<file path="src/rtl/mdu_pkg.sv">
// Shared definitions for the iterative multiply/divide unit.
// Holds the M-extension funct3 codes, FSM encoding and iteration count.
// Also holds small helpers that decode operand signedness from funct3.
package mdu_pkg;

  localparam logic [2:0] MDU_MUL    = 3'b000;
  localparam logic [2:0] MDU_MULH   = 3'b001;
  localparam logic [2:0] MDU_MULHSU = 3'b010;
  localparam logic [2:0] MDU_MULHU  = 3'b011;
  localparam logic [2:0] MDU_DIV    = 3'b100;
  localparam logic [2:0] MDU_DIVU   = 3'b101;
  localparam logic [2:0] MDU_REM    = 3'b110;
  localparam logic [2:0] MDU_REMU   = 3'b111;

  localparam int MDU_ITER = 32;

  typedef enum logic [2:0] {
    ST_IDLE = 3'd0,
    ST_PREP = 3'd1,
    ST_CALC = 3'd2,
    ST_FIX  = 3'd3,
    ST_DONE = 3'd4
  } mdu_state_t;

  // rs1 is treated as signed for MUL, MULH, MULHSU, DIV and REM
  function automatic logic a_is_signed(input logic [2:0] f);
    return (f == MDU_MUL) || (f == MDU_MULH) || (f == MDU_MULHSU) ||
           (f == MDU_DIV) || (f == MDU_REM);
  endfunction

  // rs2 is treated as signed for MUL, MULH, DIV and REM
  function automatic logic b_is_signed(input logic [2:0] f);
    return (f == MDU_MUL) || (f == MDU_MULH) || (f == MDU_DIV) || (f == MDU_REM);
  endfunction

endpackage

</file>
<file path="src/rtl/mdu_sign_fix.sv">
// Final sign correction and output selection for the multiply/divide unit.
// Latency: purely combinational.
// Backpressure: none; the FSM samples the output only in its FIX state.
module mdu_sign_fix
  import mdu_pkg::*;
(
  input  logic [2:0]  funct3,
  input  logic [63:0] work,
  input  logic        neg_main,
  input  logic        neg_rem,
  output logic [31:0] result
);

  logic [63:0] prod;
  logic [31:0] quo;
  logic [31:0] rem;

  // work holds the unsigned product, or {remainder, quotient} for divides
  always_comb begin
    prod = neg_main ? -work : work;
    quo  = neg_main ? -work[31:0] : work[31:0];
    rem  = neg_rem ? -work[63:32] : work[63:32];
    case (funct3)
      MDU_MUL:    result = prod[31:0];
      MDU_MULH:   result = prod[63:32];
      MDU_MULHSU: result = prod[63:32];
      MDU_MULHU:  result = prod[63:32];
      MDU_DIV:    result = quo;
      MDU_DIVU:   result = quo;
      MDU_REM:    result = rem;
      MDU_REMU:   result = rem;
      default:    result = '0;
    endcase
  end

endmodule

</file>
<file path="src/rtl/mdu_iter.sv">
// Iterative RV32M multiply/divide unit, one radix-2 step per cycle.
// Latency: 35 cycles from accepted start to done, 2 cycles for divide special cases.
// Backpressure: stall is raised from acceptance until the DONE cycle; flush aborts silently.
module mdu_iter
  import mdu_pkg::*;
(
  input  logic        clk,
  input  logic        rst_n,
  input  logic        start,
  input  logic [2:0]  funct3,
  input  logic [31:0] a,
  input  logic [31:0] b,
  input  logic        flush,
  output logic        busy,
  output logic        stall,
  output logic        done,
  output logic [31:0] result
);

  localparam logic [4:0] LAST_ITER = 5'(MDU_ITER - 1);

  mdu_state_t  state;
  logic [2:0]  op;
  logic [31:0] opa;
  logic [31:0] opb;
  logic [31:0] mag;
  logic [63:0] work;
  logic [4:0]  count;
  logic        neg_main;
  logic        neg_rem;

  logic        a_neg;
  logic        b_neg;
  logic [31:0] mag_a;
  logic [31:0] mag_b;
  logic        div_zero;
  logic        div_ovf;
  logic [31:0] special_res;
  logic [63:0] work_nxt;
  logic [32:0] sum;
  logic [32:0] r_shift;
  logic [32:0] diff;
  logic [31:0] fix_result;

  // operand magnitudes, result signs and divide special cases, used in PREP
  always_comb begin
    a_neg    = a_is_signed(op) & opa[31];
    b_neg    = b_is_signed(op) & opb[31];
    mag_a    = a_neg ? -opa : opa;
    mag_b    = b_neg ? -opb : opb;
    div_zero = op[2] & (opb == 32'h0);
    div_ovf  = op[2] & ~op[0] & (opa == 32'h8000_0000) & (opb == 32'hFFFF_FFFF);
    if (div_zero) begin
      special_res = op[1] ? opa : 32'hFFFF_FFFF;
    end else begin
      special_res = op[1] ? 32'h0 : 32'h8000_0000;
    end
  end

  // one shift-add (multiply) or restoring-subtract (divide) step
  always_comb begin
    sum     = {1'b0, work[63:32]} + (work[0] ? {1'b0, mag} : 33'h0);
    r_shift = {work[63:32], work[31]};
    diff    = r_shift - {1'b0, mag};
    if (op[2]) begin
      if (!diff[32]) begin
        work_nxt = {diff[31:0], work[30:0], 1'b1};
      end else begin
        work_nxt = {r_shift[31:0], work[30:0], 1'b0};
      end
    end else begin
      work_nxt = {sum, work[31:1]};
    end
  end

  mdu_sign_fix u_sign_fix (
    .funct3   (op),
    .work     (work),
    .neg_main (neg_main),
    .neg_rem  (neg_rem),
    .result   (fix_result)
  );

  // hold the pipeline while a request is being accepted or is in flight
  assign stall = (start & (state == ST_IDLE) & ~flush) |
                 ((state != ST_IDLE) & (state != ST_DONE));

  // control FSM with registered busy/done/result
  always_ff @(posedge clk or negedge rst_n) begin
    if (!rst_n) begin
      state    <= ST_IDLE;
      op       <= '0;
      opa      <= '0;
      opb      <= '0;
      mag      <= '0;
      work     <= '0;
      count    <= '0;
      neg_main <= 1'b0;
      neg_rem  <= 1'b0;
      result   <= '0;
      busy     <= 1'b0;
      done     <= 1'b0;
    end else if (flush) begin
      state <= ST_IDLE;
      busy  <= 1'b0;
      done  <= 1'b0;
    end else begin
      case (state)
        ST_IDLE: begin
          if (start) begin
            op    <= funct3;
            opa   <= a;
            opb   <= b;
            state <= ST_PREP;
            busy  <= 1'b1;
          end
        end
        ST_PREP: begin
          neg_main <= a_neg ^ b_neg;
          neg_rem  <= a_neg;
          count    <= '0;
          if (div_zero || div_ovf) begin
            result <= special_res;
            state  <= ST_DONE;
            done   <= 1'b1;
          end else begin
            state <= ST_CALC;
            if (op[2]) begin
              mag  <= mag_b;
              work <= {32'h0, mag_a};
            end else begin
              mag  <= mag_a;
              work <= {32'h0, mag_b};
            end
          end
        end
        ST_CALC: begin
          work  <= work_nxt;
          count <= count + 5'd1;
          if (count == LAST_ITER) begin
            state <= ST_FIX;
          end
        end
        ST_FIX: begin
          result <= fix_result;
          state  <= ST_DONE;
          done   <= 1'b1;
        end
        ST_DONE: begin
          state <= ST_IDLE;
          busy  <= 1'b0;
          done  <= 1'b0;
        end
        default: begin
          state <= ST_IDLE;
          busy  <= 1'b0;
          done  <= 1'b0;
        end
      endcase
    end
  end

endmodule

</file>
<file path="config.mk">
export PLATFORM = sky130hd
export DESIGN_NAME = mdu_iter
export DESIGN_NICKNAME = d
export VERILOG_FILES = /design/src/rtl/mdu_pkg.sv /design/src/rtl/mdu_sign_fix.sv /design/src/rtl/mdu_iter.sv
export SDC_FILE = /design/constraint.sdc
export NUM_CORES = 1
export LEC_CHECK = 0
export BUFFER_PORTS_ARGS = -buffer_cell sky130_fd_sc_hd__buf_4
export CORE_MARGIN = 5
export CORE_UTILIZATION = 50
export DETAILED_ROUTE_END_ITERATION = 7
export HOLD_SLACK_MARGIN = 0.02
export PLACE_DENSITY_LB_ADDON = 0.12
export RECOVER_POWER = 50
export SLEW_MARGIN = 20
export SYNTH_ARGS = -nofsm -noshare
export SYNTH_HDL_FRONTEND = slang
export SYNTH_SLANG_ARGS = --single-unit
export TNS_END_PERCENT = 1
</file>
<file path="constraint.sdc">
create_clock -name clk -period 3.8 [get_ports clk]
set_input_delay 0.76 -clock clk [delete_from_list [all_inputs] [get_ports clk]]
set_output_delay 0.76 -clock clk [all_outputs]
set_load 0.01 [all_outputs]
</file>
# Word-level counts from Yosys, hierarchy flattened
# Index checks and enable logic that the tools add are counted.
# word_totals
out_inout_bits	35
register_bits	207
input_bits	71
# classes
n_mux	30
bitwise	14
n_eq_ne	21
n_reduce_logical	27
addsub	8
# ops
op	count
32-bit two-way mux	11
64-bit two-way mux	4
32-bit negation	4
32-bit case mux with 4 select lines	1
64-bit case mux with 2 select lines	1
32-bit equality test (second input constant)	2
64-bit negation	1
32-bit case mux with 2 select lines	1
32-bit by 32-bit adder with 33-bit output	1
33-bit by 32-bit subtractor with 33-bit output	1
32-bit logical NOT	1
3-bit by 2-bit equality test with 1-bit output (second input constant)	4
3-bit equality test (second input constant)	4
3-bit two-way mux	4
3-bit inequality test (second input constant)	4
3-bit case mux with 4 select lines	1
3-bit AND reduction	4
5-bit case mux with 2 select lines	1
2-bit AND reduction	5
1-bit bitwise AND	9
1-bit logical OR	7
3-bit by 1-bit equality test with 1-bit output (second input constant)	2
3-bit logical NOT	2
2-bit OR reduction	3
other kinds (13)	22

# Longest topological paths before layout
# logic_depth
ltp_word	10
mapped_depth	14
depth_no_buf	13

# By module
# A second synthesis with hierarchy kept.
# unflattened
hier_cells	2172
area_unflattened_um2	17496.8
# modules_own_cells
mod	seq_area_each_um2	instances	cells_each	area_per_inst_um2
mdu_iter	5180.0	1	1733	14777.9
mdu_sign_fix	0.0	1	439	2718.9

# Worst setup path after synthesis
# OpenSTA, ideal clock, no wires.
# synth_path
path_kind	register to register
from	reg work[31]
to	reg work[54]
stages_incl_launch_ff	14
slack_ns	0.570
arrival_ns	3.112
setup_time_ns	0.118
path_cell_list	dfrtp_1 inv_1 ha_1 fa_1 nand2b_1 a21oi_1 o21ai_0 a21oi_1 nor2_1 o311ai_1 buf_2 mux2i_1 a21oi_1 a21o_1
# synth_between
elab_chain_cells	4
# synth_rtl
item	line_no	rtl
start: declaration	mdu_iter.sv:27	logic [63:0] work;
start signal: assignment	mdu_iter.sv:130	work <= {32'h0, mag_a};
start signal: assignment	mdu_iter.sv:133	work <= {32'h0, mag_b};
start signal: assignment	mdu_iter.sv:138	work <= work_nxt;
33-bit by 32-bit subtractor with 33-bit output	mdu_iter.sv:64	diff = r_shift - {1'b0, mag};
64-bit two-way mux	mdu_iter.sv:66	if (!diff[32]) begin
64-bit two-way mux	mdu_iter.sv:65	if (op[2]) begin
64-bit case mux with 2 select lines	mdu_iter.sv:108	case (state)
# No other way between the ends.
# A chain may end at the register's enable or synchronous reset.

# Worst setup path after layout
# layout_path
from	reg work[46]
to	reg work[51]
# layout_between
elab_chain_cells	4
word_cells_on_any_way	5
classes_between	add/sub (2); mux (3)
# layout_rtl
item	line_no
33-bit by 32-bit subtractor with 33-bit output	mdu_iter.sv:64
64-bit two-way mux	mdu_iter.sv:66
64-bit two-way mux (*)	mdu_iter.sv:65
64-bit case mux with 2 select lines (*)	mdu_iter.sv:108
# Every way passes the cells marked *; elsewhere a longest branch is shown, timed or not.

==> results.md <==
Yosys:
- The count of yosys warnings during synthesis is 0.
- The netlist area before placement is 0.01732 mm2.
- The cell type with the highest aggregate area in the netlist is sky130_fd_sc_hd__dfrtp_1.
- The number of nets in the synthesized netlist is 2253.
- A synthesized cell averages 8.213 um2.
- The prevailing post-synth register cell is sky130_fd_sc_hd__dfrtp_1.
- The share of synthesized area in the top cell type comes to 29.91%.
- Counting flops and latches in the post-synthesis netlist gives 207.
- After synthesis, the most frequently instantiated cells are 225 x sky130_fd_sc_hd__nand2_1, 207 x sky130_fd_sc_hd__dfrtp_1, 185 x sky130_fd_sc_hd__o21ai_0, 169 x sky130_fd_sc_hd__a21oi_1, 159 x sky130_fd_sc_hd__nor2_1.
- The number of standard cells after synthesis is 2109.
- The share of flip-flops with an asynchronous set or reset is 100.0%.
- In this run, distinct cell masters in the synthesized netlist total 87.
- Counting flops with a built-in enable in the synthesized netlist gives 0.
- Among all cell types in the netlist, the one instantiated most often is sky130_fd_sc_hd__nand2_1.
- The sequential-to-total area share from yosys stat is 29.91%.
- By area the synthesized netlist is led by sky130_fd_sc_hd__dfrtp_1 30%, sky130_fd_sc_hd__o21ai_0 5.3%, sky130_fd_sc_hd__xnor2_1 5.3%.

Die:
- The initial utilization of the core area, before any placement, comes to 50.39%.
- In this run the vertical extent of the chip is 196.1 um.
- The top-level port count is 106.
- The die covers 0.03846 mm2.
- The number of rows created at floorplan is 68.
- In this run the horizontal extent of the chip is 196.1 um.
- The area inside the core boundary is 0.03437 mm2.

STA:
- Setup repair after global routing left no endpoint under its margin.
- For this run, the top clock speed supported by timing is 0.2703 GHz.
- The count of final hold-check violations is 0.
- The post-route fraction of the period consumed by the critical path is 97.35%.
- The number of setup violations in the final report is 0.
- The minimum clock period after layout is 3.699 ns.
- The setup skew after layout is 0.01582 ns.
- For the pin with the worst max-slew slack, the measured transition is 2.292 ns.
- In the final timing run, aggregate negative setup slack is 0 ns.
- The worst relative slew slack is -52.77%.
- The number of pins exceeding their max-slew limit in the final report is 89.

Worst setup path:
- The type of destination of the critical path is a register.
- The required time of the worst setup path is 4.26 ns.
- For this design, the slowest cell found on the critical path is sky130_fd_sc_hd__dfrtp_1.
- In this run the number of cells on the critical path is 11.
- For the worst setup path, the data arrival time is 4.16 ns.
- The number of cells on the worst reg-to-reg path is 11.
- The cell type group with the largest total delay on the critical path is compound AO/OA/AOI/OAI gates.
- Walking the worst path, the cells encountered are ha_1 -> a21oi_1 -> o21ai_0 -> a221o_1 -> a22o_1 -> o32a_1 -> o311ai_4 -> buf_4 -> mux2i_1 -> nand2_1 -> a32o_1.
- The critical path is of the register to register type.
- The maximum fanout encountered on the critical timing path is 10.
- The worst setup path is launched from a register.
- Counting both buffers and inverters, the worst setup path holds a total of 1.
- The critical path's largest stage delay is 0.70 ns.

Layout:
- The fraction of final layout cells with drive strength greater than 1 is 16.89%.
- After the last flow step, the layout net total stands at 2363.
- Compared with the post-synthesis result, the final layout area differs by 15.78%.
- The number of fill cells in the layout is 3149.

Pwr:
- In this run the power density over the cells is 943.5 mW/mm2.
- The worst-case IR drop observed on VDD is 0.0004502 V.
- The total power consumption of the routed design is 18.92 mW.
- The leakage component of the power is 8.767 nW.

Route:
- The count of nets left with antenna violations once routing finished came out at 0.
- The routed layout has 17401 vias.
- In the final routed layout, each cell accounts on average for 25.05 um.
- The average via count per standard cell is 6.459.
- After detailed routing, the number of remaining DRC violations is 0.
- The first TritonRoute pass finished after 6 iterations.
- After detailed routing, the total wire length is 67.48 mm.
- The violation count after the first detailed-route iteration is 1917.

CTS:
- The clock insertion delay at the later pin of the skew report is 0.57 ns.
- In this run the number of H-tree levels came out at 1.
- The CTS root buffer is sky130_fd_sc_hd__clkbuf_16.
- The clock-pin slew of the registers on the worst-case setup and hold paths is 0.06 ns.
- The longest clock path from root to sink contains 3 buffers.
- The number of clock sinks seen by CTS is 207.
- The total of hold buffers inserted after clock tree synthesis is 0.
- The clock tree from TritonCTS is done.
- The number of clock buffers inserted by TritonCTS is 26.

Job:
- The tool flagged a number of max-cap violations equal to 1.

GRT:
- The via count of the first global-routing pass is 16464.
- For this run the aggregate overflow at the end of global routing stands at 0.
- The total routing resource utilization after global routing is 34.11%.
- The first-pass GRT wire length is 101.9 mm.
- The number of antenna violations at the first check in global routing is 1.
- Entering global routing, the biggest net connects 134 pins.

Min path:
- Along the worst hold path, the cell count comes to 2.
- The type of the tightest min-delay check is input port to register.

Placement:
- The congestion estimate from routability-driven global placement came to 0.9979.
- Detailed placement finished with a half-perimeter wire length of 52.27 mm.
- During placement, the flow inserted port buffers numbering 105.

Run status:
- The flow ran to the end, but the final reports show violations.
- The checks that failed: max-capacitance violations, max-slew violations.
layout by cell type (no fill, tap or decap), types with 36 or more instances in the layout:
master                    instances
sky130_fd_sc_hd__dfrtp_1        206
sky130_fd_sc_hd__o21ai_0        185
sky130_fd_sc_hd__nor3_1          51
sky130_fd_sc_hd__nand2_1        225
sky130_fd_sc_hd__buf_4          200
sky130_fd_sc_hd__xnor2_1        104
sky130_fd_sc_hd__mux2_2          76
sky130_fd_sc_hd__xor2_1          75
sky130_fd_sc_hd__nor2_1         159
sky130_fd_sc_hd__ha_1            71
sky130_fd_sc_hd__a21o_1          36
sky130_fd_sc_hd__mux2i_1         59
sky130_fd_sc_hd__inv_1           64
sky130_fd_sc_hd__a21oi_1        169
worst paths after layout:
path	startpoint	endpoint	slack (ns)
worst max-delay path	work[46]	work[51]	0.10
worst min-delay path	flush	done	0.39
worst max register to register	work[46]	work[51]	0.10
worst min register to register	mag[24]	mag[24]	0.48
max in group asynchronous	rst_n	work[60]	0.76
min in group asynchronous	rst_n	opb[7]	0.89
cell type report:
cell class	count	area, um2	share of cell area, %
well taps	455	569.3	2.839
repair buffers	220	1660	8.279
inverters	68	259.0	1.291
clock buffers	35	745.7	3.718
diodes	1	2.502	0.01248
clock inverters	12	251.5	1.254
flip-flops and latches	207	5184	25.85
multi-input cells	1696	11380	56.76
worst register-to-register path, cell delays in order (launching register included):
cell and delay [ns]:
sky130_fd_sc_hd__dfrtp_1 0.70, sky130_fd_sc_hd__ha_1 0.40, sky130_fd_sc_hd__a21oi_1 0.33, sky130_fd_sc_hd__o21ai_0 0.17, sky130_fd_sc_hd__a221o_1 0.39, sky130_fd_sc_hd__a22o_1 0.29, sky130_fd_sc_hd__o32a_1 0.40, sky130_fd_sc_hd__o311ai_4 0.13
sky130_fd_sc_hd__buf_4 0.25, sky130_fd_sc_hd__mux2i_1 0.19, sky130_fd_sc_hd__nand2_1 0.07, sky130_fd_sc_hd__a32o_1 0.28
flip-flops by register name, summed over array words and instances (netlist names):
name	cells
busy	1
count	5
done	1
mag	32
neg_main	1
neg_rem	1
op	3
opa	32
opb	32
result	32
state	3
work	64
stage by stage:
| step | std cells | instance area (um2) | worst slack (ns) | util [%] | hold WS [ns] |
|---|---|---|---|---|---|
| 2_1_floorplan | 2109 | 17320 | 0.5698 | - | 0.4493 |
| 5_1_grt | 2693 | 20050 | 0.01261 | 58.34 | 0.3871 |
| 3_5_place_dp | 2645 | 19100 | 0.1808 | 55.58 | 0.4743 |
| 4_1_cts | 2692 | 20100 | 0.1773 | 58.48 | 0.2854 |
| 6_report | 2694 | 20050 | 0.1007 | 58.34 | 0.3870 |
| 3_3_place_gp | 2645 | 19100 | 0.2081 | 55.58 | 0.4618 |
per-layer routing:
metal  vias to the layer above  global-route usage, %  share of wire (%)
met5                         -                      0              0.016
met4                         2                  17.30                6.3
met3                       170                  5.616                8.6
met2                       925                  51.32                 43
met1                      8371                  47.49                 42
li1                       7933                      -                  -
logic make-up (layout without fill, tap and decap cells):
family                     count (synthesis)  in the layout  synth area share [%]
muxes                                    136            136                 8.481
xor gates and xnor gates                 179            179                 9.051
AOI/OAI and AO/OA                        654            654                 23.94
buffers and inverters                    206            335                 4.739
adders and majority gates                 73             73                 5.360
DFF                                      207            207                 29.91
other                                      0              1                     0
and+or+nand+nor                          654            654                 18.52
timing repair:
item	CTS	global route
endpoints found under the setup margin	0	4
gates resized for setup	0	2
hold endpoints to repair	0	0
buffers inserted	0	1
power by group:
group          switching (mW)  internal [mW]
logic                    7.26           4.68
registers                1.15           2.92
clock network            1.07           1.85
total                    9.47           9.45
Note: power is estimated with default switching activity, not from simulation.
